File: config.mk
export PLATFORM = sky130hd
export DESIGN_NAME = onehot_decode_seq
export DESIGN_NICKNAME = d
export VERILOG_FILES = /design/src/rtl/onehot_decode_seq_pkg.sv /design/src/rtl/onehot_decode_comb.sv /design/src/rtl/onehot_decode_seq.sv
export SDC_FILE = /design/constraint.sdc
export NUM_CORES = 1
export LEC_CHECK = 0
export CORE_MARGIN = 2
export CORE_UTILIZATION = 30
export DETAILED_ROUTE_END_ITERATION = 16
export GPL_ROUTABILITY_DRIVEN = 0
export PLACE_DENSITY = 0.57
export SYNTH_ARGS = -nofsm -noshare
export SYNTH_HDL_FRONTEND = slang
export SYNTH_HIERARCHICAL = 1
export SYNTH_SLANG_ARGS = --single-unit
export TNS_END_PERCENT = 100
File: constraint.sdc
create_clock -name clk -period 3.9 [get_ports clk]
set_input_delay 0.78 -clock clk [delete_from_list [all_inputs] [get_ports clk]]
set_output_delay 0.78 -clock clk [all_outputs]
set_load 0.1 [all_outputs]
File: src/rtl/onehot_decode_seq_pkg.sv
// Shared types and helpers for the sequential 2-to-4 one-hot decoder.
// Holds the control-state encoding and the one-hot mapping used by the decoder.
package onehot_decode_seq_pkg;

  // The timer counts down from at most 255.
  localparam int unsigned TimerW = 8;

  typedef enum logic [1:0] {
    StIdle  = 2'd0,
    StDrive = 2'd1,
    StGap   = 2'd2
  } state_e;

  function automatic logic [3:0] onehot4(input logic [1:0] code);
    logic [3:0] res;
    res = 4'b0001 << code;
    return res;
  endfunction

endpackage

File: src/rtl/onehot_decode_comb.sv
// Purely combinational 2-bit to 4-bit one-hot decoder.
// Also usable by the gate-level top.
module onehot_decode_comb
  import onehot_decode_seq_pkg::*;
(
  input  logic [1:0] code,
  output logic [3:0] onehot
);

  assign onehot = onehot4(code);

endmodule

File: src/rtl/onehot_decode_seq.sv
// Sequential 2-to-4 decoder: accepts a code per handshake, holds its one-hot word for
// HOLD_CYCLES, inserts GAP_CYCLES of zero output and counts accepted symbols.
module onehot_decode_seq
  import onehot_decode_seq_pkg::*;
#(
  parameter int unsigned HOLD_CYCLES = 4,
  parameter int unsigned GAP_CYCLES  = 1,
  parameter int unsigned CNT_W       = 8
) (
  input  logic             clk,
  input  logic             rst_n,
  input  logic             in_valid,
  input  logic [1:0]       in_code,
  output logic             in_ready,
  input  logic             abort,
  output logic [3:0]       g,
  output logic             g_valid,
  output logic             busy,
  output logic [CNT_W-1:0] sym_count
);

  localparam logic [TimerW-1:0] HoldLoad = TimerW'(HOLD_CYCLES - 1);
  localparam logic [TimerW-1:0] GapLoad  =
      (GAP_CYCLES == 0) ? '0 : TimerW'(GAP_CYCLES - 1);

  state_e            state_q, state_d;
  logic [TimerW-1:0] timer_q, timer_d;
  logic [3:0]        g_q, g_d;
  logic              g_valid_q, g_valid_d;
  logic              busy_q, busy_d;
  logic [CNT_W-1:0]  cnt_q, cnt_d;
  logic [3:0]        dec_word;

  onehot_decode_comb u_dec (
    .code   (in_code),
    .onehot (dec_word)
  );

  assign in_ready = (state_q == StIdle) && !abort;

  always_comb begin
    state_d   = state_q;
    timer_d   = timer_q;
    g_d       = g_q;
    g_valid_d = g_valid_q;
    busy_d    = busy_q;
    cnt_d     = cnt_q;

    if (abort) begin
      // Abort drops the symbol in flight but keeps it counted.
      state_d   = StIdle;
      timer_d   = '0;
      g_d       = '0;
      g_valid_d = 1'b0;
      busy_d    = 1'b0;
    end else begin
      unique case (state_q)
        StIdle: begin
          if (in_valid) begin
            state_d   = StDrive;
            timer_d   = HoldLoad;
            g_d       = dec_word;
            g_valid_d = 1'b1;
            busy_d    = 1'b1;
            cnt_d     = cnt_q + CNT_W'(1);
          end
        end
        StDrive: begin
          if (timer_q == '0) begin
            g_d       = '0;
            g_valid_d = 1'b0;
            if (GAP_CYCLES > 0) begin
              state_d = StGap;
              timer_d = GapLoad;
            end else begin
              state_d = StIdle;
              busy_d  = 1'b0;
            end
          end else begin
            timer_d = timer_q - TimerW'(1);
          end
        end
        StGap: begin
          if (timer_q == '0) begin
            state_d = StIdle;
            busy_d  = 1'b0;
          end else begin
            timer_d = timer_q - TimerW'(1);
          end
        end
        default: begin
          state_d   = StIdle;
          timer_d   = '0;
          g_d       = '0;
          g_valid_d = 1'b0;
          busy_d    = 1'b0;
        end
      endcase
    end
  end

  always_ff @(posedge clk or negedge rst_n) begin
    if (!rst_n) begin
      state_q   <= StIdle;
      timer_q   <= '0;
      g_q       <= '0;
      g_valid_q <= 1'b0;
      busy_q    <= 1'b0;
      cnt_q     <= '0;
    end else begin
      state_q   <= state_d;
      timer_q   <= timer_d;
      g_q       <= g_d;
      g_valid_q <= g_valid_d;
      busy_q    <= busy_d;
      cnt_q     <= cnt_d;
    end
  end

  assign g         = g_q;
  assign g_valid   = g_valid_q;
  assign busy      = busy_q;
  assign sym_count = cnt_q;

endmodule

==> summary.md, run 1 <==
| Metric | Value |
|---|---|
| Status | completed |
| First-pass GRT wire length | 4930 µm |
| CP endpoint | in_ready |
| F_max | approximately 0.37 GHz |
| Vias | 1029 |
| Simple logic cell fraction of the synthesized area | 0.202 |
| Top cells by area, synth | dfrtp_1, xnor2_1, nor2_1 |
| Initial antenna violation count | 0 |
| Register area share after synthesis | 0.453 |
| Final ANT Viol Nets | 0 |
| R2R Path End | g[2] |
| Worst R2R Setup Slack | 1.75 ns |
| TNS Setup | 0 ns |
| Fin Clk Skew | 0.00659 ns |
| Cell Area, Synth | 1330 µm² |
| Number of flops mapped to enable cells by yosys | 0 |
| Core area | around 4300 µm² |
| Largest area contributor in the netlist | dfrtp_1 |
| Crit path launch type | input port |
| Worst Max-Slew Pin Slew | 1.08 ns |
| Via-to-Cell Ratio | 5.15 |
| Setup CP Type | input port to output pin |
| Final setup vio count | 0 |
| Syn_nets | 137 |
| Vias in the first global route | ~1000 |
| Ratio of cells with drive above 1 in the final layout | 0.142 |
| Prevailing post-synth register cell | dfrtp_1 |
| Slew Viols, Final | 0 |
| Post-Synth Adder-Cell Area | 0.0359 |
| Ys async rst share | 1.00 |
| Synth unique cells | 39 |
| Root Buffer | clkbuf_8 |
| Final worst path period share | 0.696 |
| Die H | approximately 70 µm |
| Overflow after GRT | 0 |
| Area grow syn2layout | 24.5% |
| CP max FO | 10 |
| Yosys top cell area share | 0.453 |
| PortBufs | 20 |
| Max clock buf depth | 2 |
| Synth Instances | between 100 and 150 |
| Clock transition at the registers of the reported paths | 0.09 ns |
| Mux share of post-synthesis cell area | 0.0387 |
| DRC Markers | 0 |
| Nets | 158 |
| Critical Path Source | abort |
| Max-cap violations | 0 |
| Yosys warnings | 6 |
| Cts repair resizes | 0 |
| CP Data Required Time | 3.12 ns |
| Die Wd | 70.5 µm |
| Wire per inst | around 14 µm |
| RSZ-0062 raised after global routing | false |
| Min cycle time layout | 2.71 ns |
| Mean Syn Cell Area | 10.4 µm² |
| Relative slew slack | 0.280 |
| HPWL after DPL | 2060 µm |
| Worst hold path type | flip-flop to flip-flop |
| Critical Path AT | 1.93 ns |
| Total Routed Length | 2840 µm |
| Worst skew pair latency | 0.27 ns |
| Post-CTS Setup Inserts | 0 |
| Initial core utilization | 0.309 |
| Largest net degree at the start of global routing | 25 |
| Hold Buf Count CTS | 0 |
| CP endpoint kind | output pin |
| Iter 0 DRT Violations | 81 |
| Most numerous cell in the Yosys netlist | dfrtp_1 |
| Worst-case reg-to-reg path depth | 4 |
| Reg2Reg Launch Point | state_q[0] |
| Compound-cell area share of the yosys netlist | 0.182 |
| Drt pass-1 iters | 4 |
| Largest family of logic cells by synthesized area | simple AND/OR/NAND/NOR gates |
| Final Hold Viols | 0 |
| H-tree levels | 1 |
| Flops & latches, synth | 24 |
| Xor-xnor portion of the synthesized cell area | 0.0529 |
| Aggregate global-route resource usage | 0.124 |
| Die area | 4960 µm² |
| Top post-synthesis cells by count | dfrtp_1, nor2_1, a21oi_1 |
| Io pins | 21 |
| Total CTS buffers | 3 |
| Clock Sinks | 24 |
| Std-Cell Rows | 24 |
| Antenna diodes | 0 |
| CTS tree | built |
| Fill cell count | 423 |
[routing by layer]
metal  track usage  share of wire
met3        0.0260          0.030
met2         0.198           0.46
met5             0              0
met4        0.0449         0.0067
met1         0.165           0.50
[worst max-delay path, stage by stage]
cell and delay (ns):
clkdlybuf4s50_1 0.58, nor3_1 0.25, buf_4 0.32
[cell type report]
class / count / area (µm²) / area share
clock buffer: 3 / 41.3 / 0.0250
clock inverter: 1 / 30.0 / 0.0182
inverter: 6 / 22.5 / 0.0137
multi-input combinational: 93 / 684 / 0.415
sequential: 24 / 601 / 0.364
tap: 52 / 65.1 / 0.0395
timing repair buffer: 21 / 205 / 0.124
[placed cells by master (no fill, tap or decap), types with 2 or more instances in the layout]
master           synthesis  layout
or3b_2                   2       2
nor2_1                  11      11
nor4_1                   4       4
nand3_1                  4       4
a21o_1                   2       2
o32a_1                   3       3
inv_1                    6       6
and3_1                   2       2
or3_1                    2       2
a21oi_1                  8       8
o21ai_0                  6       6
mux2i_1                  4       4
o21bai_1                 4       4
nand4_1                  3       3
ha_1                     3       3
buf_4                    0       2
xnor2_1                  7       7
clkbuf_8                 0       3
or2_2                    4       4
dfrtp_1                 24      24
clkdlybuf4s50_1          0      19
a22o_1                   4       4
nand2_1                  3       3
[sequential cells by signal, indices dropped and copies added (netlist names)]
name	count
busy	1
g	4
g_valid	1
state_q	2
sym_count	8
timer_q	8
[per-stage QoR]
stage | area [µm²] | setup slack (ns) | instances | utilization | hold WS [ns]
floorplan | 1330 | 0.107 | 128 | - | 0.484
global placement | 1580 | 1.02 | 196 | 0.367 | 0.459
detailed placement | 1580 | 0.936 | 196 | 0.367 | 0.470
CTS | 1650 | 1.19 | 200 | 0.384 | 0.492
global route | 1650 | 1.11 | 200 | 0.384 | 0.512
finish | 1650 | 1.19 | 200 | 0.384 | 0.487
[how the worst min path moves through the flow]
| stage | start | to | slack (ns) | depth (start not counted) |
|---|---|---|---|---|
| finish | sym_count[7] | sym_count[7] | 0.49 | 1 |
| global placement | sym_count[7] | sym_count[7] | 0.46 | 1 |
| CTS | sym_count[7] | sym_count[7] | 0.49 | 1 |
| floorplan | rst_n | busy | 0.48 | 0 |
| global route | sym_count[7] | sym_count[7] | 0.51 | 1 |
| detailed placement | g_valid | g_valid | 0.47 | 1 |
[cell families after synthesis]
| family | Yosys count |
|---|---|
| compound gates | 32 |
| xor+xnor | 8 |
| fa+ha+maj | 4 |
| buf+inv | 11 |
| flops | 24 |
| mux | 5 |
| simple gates | 44 |
Power of run 1 is left out: the tool's default activity adds up to more than one toggle a clock period on the data nets, which glitch-free logic cannot reach.
==> run 2, diff against run 1 <==
==> constraint.sdc (replaced) <==
create_clock -name clk -period 2.7 [get_ports clk]
set_input_delay 0.54 -clock clk [delete_from_list [all_inputs] [get_ports clk]]
set_output_delay 0.54 -clock clk [all_outputs]
set_load 0.1 [all_outputs]
==> run 2 against run 1 <==
Hold slack got worse by 0.0088 ns; first-iteration DRC count down 30%; clock skew down 0.0051 ns; routed wire length fell by 2.7%; clock-buffer cell count stayed put; final area down 0.15%; critical path depth did not move; via count is 0.78% higher; register-to-register slack got worse by 1.1 ns.
==> summary.md, run 2 (synthesis gave the netlist of run 1 again) <==
| Metric | Value |
|---|---|
| Dpl ws | 0.301 ns |
| Die H | 70.5 µm |
| Drt pass-1 iters | 4 |
| RSZ-0062 raised after global routing | false |
| Most common cell after layout, fill and taps aside | dfrtp_1 |
| HPWL after DPL | between 1500 and 2000 µm |
| H-tree levels | 1 |
| TNS Setup | 0 ns |
| Final worst path period share | 0.825 |
| Nets | 160 |
| CTS tree | built |
| Worst skew pair latency | 0.26 ns |
| Worst Max-Slew Pin Slew | 0.566 ns |
| Final setup vio count | 0 |
| Overflow after GRT | 0 |
| Initial antenna violation count | 0 |
| Area grow syn2layout | 24.3% |
| Min cycle time layout | around 2.2 ns |
| Post-CTS Setup Inserts | 0 |
| Vias in the first global route | slightly below 1000 |
| Core area | 4290 µm² |
| Hold depth | 1 |
| Die area | 4960 µm² |
| CP Data Required Time | 2.16 ns |
| DRC Markers | 0 |
| Setup CP Type | input port to output pin |
| Wire per inst | 13.7 µm |
| Worst hold path type | flip-flop to flip-flop |
| WHS | 0.478 ns |
| Final ANT Viol Nets | 0 |
| Ratio of cells with drive above 1 in the final layout | 0.253 |
| Aggregate global-route resource usage | 0.120 |
| Crit path launch type | input port |
| Vias | 1037 |
| Most frequent cells in the layout | dfrtp_1, buf_4, nor2_1 |
| Root Buffer | clkbuf_8 |
| Clock Sinks | 24 |
| Total CTS buffers | 3 |
| Max-cap violations | 0 |
| Antenna diodes | 0 |
| Largest net degree at the start of global routing | 25 |
| Via-to-Cell Ratio | between 5 and 6 |
| Status | completed |
| Max clock buf depth | 2 |
| Worst-case reg-to-reg path depth | 7 |
| Final Hold Viols | 0 |
| First-pass GRT wire length | 4750 µm |
| Hold Buf Count CTS | 0 |
| Worst Setup Slack, final | 0.471 ns |
| CP max FO | 10 |
| Total Routed Length | between 2000 and 3000 µm |
| Critical Path AT | 1.69 ns |
| Slew Viols, Final | 0 |
| Fin Clk Skew | 0.00147 ns |
| Initial core utilization | 0.309 |
| Iter 0 DRT Violations | 57 |
| Io pins | 21 |
| CP endpoint kind | output pin |
| PortBufs | 20 |
| Fill cell count | 434 |
| Clock transition at the registers of the reported paths | 0.09 ns |
| Relative slew slack | 0.622 |
| Std-Cell Rows | 24 |
| F_max | 0.449 GHz |
| Die Wd | 70.5 µm |
| Cts repair resizes | 0 |
run 2: cell type report:
| type | count | area (µm²) | area share |
|---|---|---|---|
| Clock inverter | 1 | 30.0 | 0.0182 |
| Clock buffer | 3 | 41.3 | 0.0251 |
| Multi-Input combinational cell | 93 | 689 | 0.419 |
| Tap cell | 52 | 65.1 | 0.0395 |
| Timing Repair Buffer | 23 | 198 | 0.120 |
| Sequential cell | 24 | 601 | 0.365 |
| Inverter | 6 | 22.5 | 0.0137 |
run 2: worst paths after layout:
kind	startpoint	slack [ns]	endpoint
min in group asynchronous	rst_n	0.63	timer_q[2]
max reg2reg	timer_q[0]	0.68	g[0]
min reg2reg	sym_count[7]	0.48	sym_count[7]
max in group asynchronous	rst_n	1.83	sym_count[5]
min	sym_count[7]	0.48	sym_count[7]
max	abort	0.47	in_ready
run 2: per-stage QoR:
| stage | util | area, µm² | cells |
|---|---|---|---|
| after floorplan | - | 1330 | 128 |
| after global placement | 0.367 | 1580 | 198 |
| after detailed placement | 0.367 | 1580 | 198 |
| after CTS | 0.383 | 1650 | 202 |
| after global routing | 0.383 | 1650 | 202 |
| final | 0.383 | 1650 | 202 |
run 2: routing by layer:
layer  routed length (µm)  share of wire  GRT usage
met5                    0              0          0
met4                   21         0.0076     0.0256
met3                   96          0.035     0.0361
met2                 1340           0.49      0.197
met1                 1310           0.47      0.155
run 2: worst max-delay path, cell delays in order:
cell	delay, ns
clkdlybuf4s50_1	0.61
nor3_2	0.33
buf_12	0.21
Power of run 2 is left out for the same reason.
==> run 3, diff against run 2 <==
==> constraint.sdc (replaced) <==
create_clock -name clk -period 2.2 [get_ports clk]
set_input_delay 0.44 -clock clk [delete_from_list [all_inputs] [get_ports clk]]
set_output_delay 0.44 -clock clk [all_outputs]
set_load 0.1 [all_outputs]
==> run 3 against run 2 <==
Global-route usage increased by 1.9 points; first-iteration DRC count increased by 110%; clock skew increased by 0.0035 ns; sequential share of layout area decreased by 1.4 points; die area unchanged; routed wire length increased by 9.0%; core utilization increased by 1.5 points; hold slack improved by 0.014 ns; non-clock buffer count increased by 8; clock-buffer cell count unchanged; worst setup slack got worse by 0.34 ns; critical path type unchanged; highest routed layer unchanged.
==> summary.md, run 3 (synthesis gave the netlist of run 1 again) <==
| Metric | Value |
|---|---|
| Post-CTS Setup Inserts | 0 |
| Critical Path AT | 1.62 ns |
| Post-placement cell count | 206 |
| Clock Sinks | 24 |
| Initial antenna violation count | 0 |
| Worst skew pair latency | 0.28 ns |
| Final worst path period share | 0.939 |
| Core area | ~4300 µm² |
| Most common cell after layout, fill and taps aside | buf_4 |
| Via-to-Cell Ratio | 5.20 |
| Total Routed Length | 3010 µm |
| Final Hold Viols | 0 |
| Area grow syn2layout | 29.3% |
| Fin Clk Skew | 0.00497 ns |
| Std-Cell Rows | 24 |
| Total CTS buffers | 3 |
| Status | completed |
| F_max | slightly below 0.5 GHz |
| DRC Markers | 0 |
| Worst hold path type | flip-flop to flip-flop |
| TNS Setup | 0 ns |
| Max-cap violations | 0 |
| Io pins | 21 |
| Hold Buf Count CTS | 0 |
| Aggregate global-route resource usage | 0.139 |
| Cell Count, Final, Fillers Out | 210 |
| Die H | 70.5 µm |
| Vias in the first global route | 1126 |
| HPWL after DPL | 2100 µm |
| Final ANT Viol Nets | 0 |
| CP Data Required Time | roughly 1.8 ns |
| RSZ-0062 raised after global routing | false |
| Antenna diodes | 0 |
| Final setup vio count | 0 |
| Crit path launch type | input port |
| Die Wd | just over 70 µm |
| CTS tree | built |
| H-tree levels | 1 |
| Fill cell count | 427 |
| Most frequent cells in the layout | buf_4, dfrtp_1, nor2_1 |
| Min cycle time layout | 2.06 ns |
| Die area | 4960 µm² |
| Drt pass-1 iters | 4 |
| Wire per inst | approximately 14 µm |
| CP endpoint kind | output pin |
| Clock transition at the registers of the reported paths | 0.09 ns |
| Relative slew slack | 0.711 |
| Vias | 1091 |
| Setup CP Type | input port to output pin |
| Nets | between 150 and 200 |
| Initial core utilization | 0.309 |
| Iter 0 DRT Violations | 120 |
| Worst Max-Slew Pin Slew | 0.433 ns |
| Slew Viols, Final | 0 |
| Cts repair resizes | 0 |
| Largest net degree at the start of global routing | 25 |
| Root Buffer | clkbuf_8 |
| First-pass GRT wire length | between 5000 and 6000 µm |
| Ratio of cells with drive above 1 in the final layout | 0.291 |
| CP max FO | 7 |
| PortBufs | 20 |
| Max clock buf depth | 2 |
| Overflow after GRT | 0 |
run 3: cell count changes in the layout (fill, tap and decap cells not counted), sizes merged:
cell,delta
buf,+8
run 3: worst max-delay path, stage by stage:
cell and delay [ns]:
clkdlybuf4s50_1 0.54, buf_4 0.22, nor3_4 0.21, buf_12 0.20
run 3: area by class of cell:
class | count | area, µm² | share of cell area
clock buffers | 3 | 41.3 | 0.0241
clock inverters | 1 | 30.0 | 0.0175
inverters | 6 | 22.5 | 0.0131
multi-input cells | 93 | 696 | 0.406
flip-flops and latches | 24 | 601 | 0.351
well taps | 52 | 65.1 | 0.0380
repair buffers | 31 | 258 | 0.150
run 3: stage by stage:
stage | setup WS, ns | hold slack, ns | area, µm² | utilization
finish | 0.135 | 0.493 | 1710 | 0.399
global route | 0.00985 | 0.523 | 1710 | 0.399
CTS | 0.134 | 0.495 | 1710 | 0.399
detailed placement | 0.0308 | 0.476 | 1640 | 0.382
global placement | 0.0753 | 0.461 | 1640 | 0.382
floorplan | 0.347 | 0.144 | 1340 | -
run 3: worst paths after layout:
path                                   start           end  slack (ns)  cells after the start
worst max-delay path                   abort      in_ready        0.14                      4
max in group asynchronous              rst_n    timer_q[7]        1.44                      2
min in group asynchronous              rst_n    timer_q[2]        0.52                      2
worst min-delay path            sym_count[7]  sym_count[7]        0.49                      1
worst max register to register    timer_q[0]          g[2]        0.16                      7
worst min register to register  sym_count[7]  sym_count[7]        0.49                      1
run 3: routing by layer:
metal | wire length [µm] | vias up | global-route usage
met1 | 1430 | 537 | 0.191
met2 | 1460 | 21 | 0.221
met4 | 19 | 0 | 0.0321
met3 | 98 | 2 | 0.0346
li1 | - | 531 | -
met5 | 0 | - | 0
Power of run 3 is left out for the same reason.
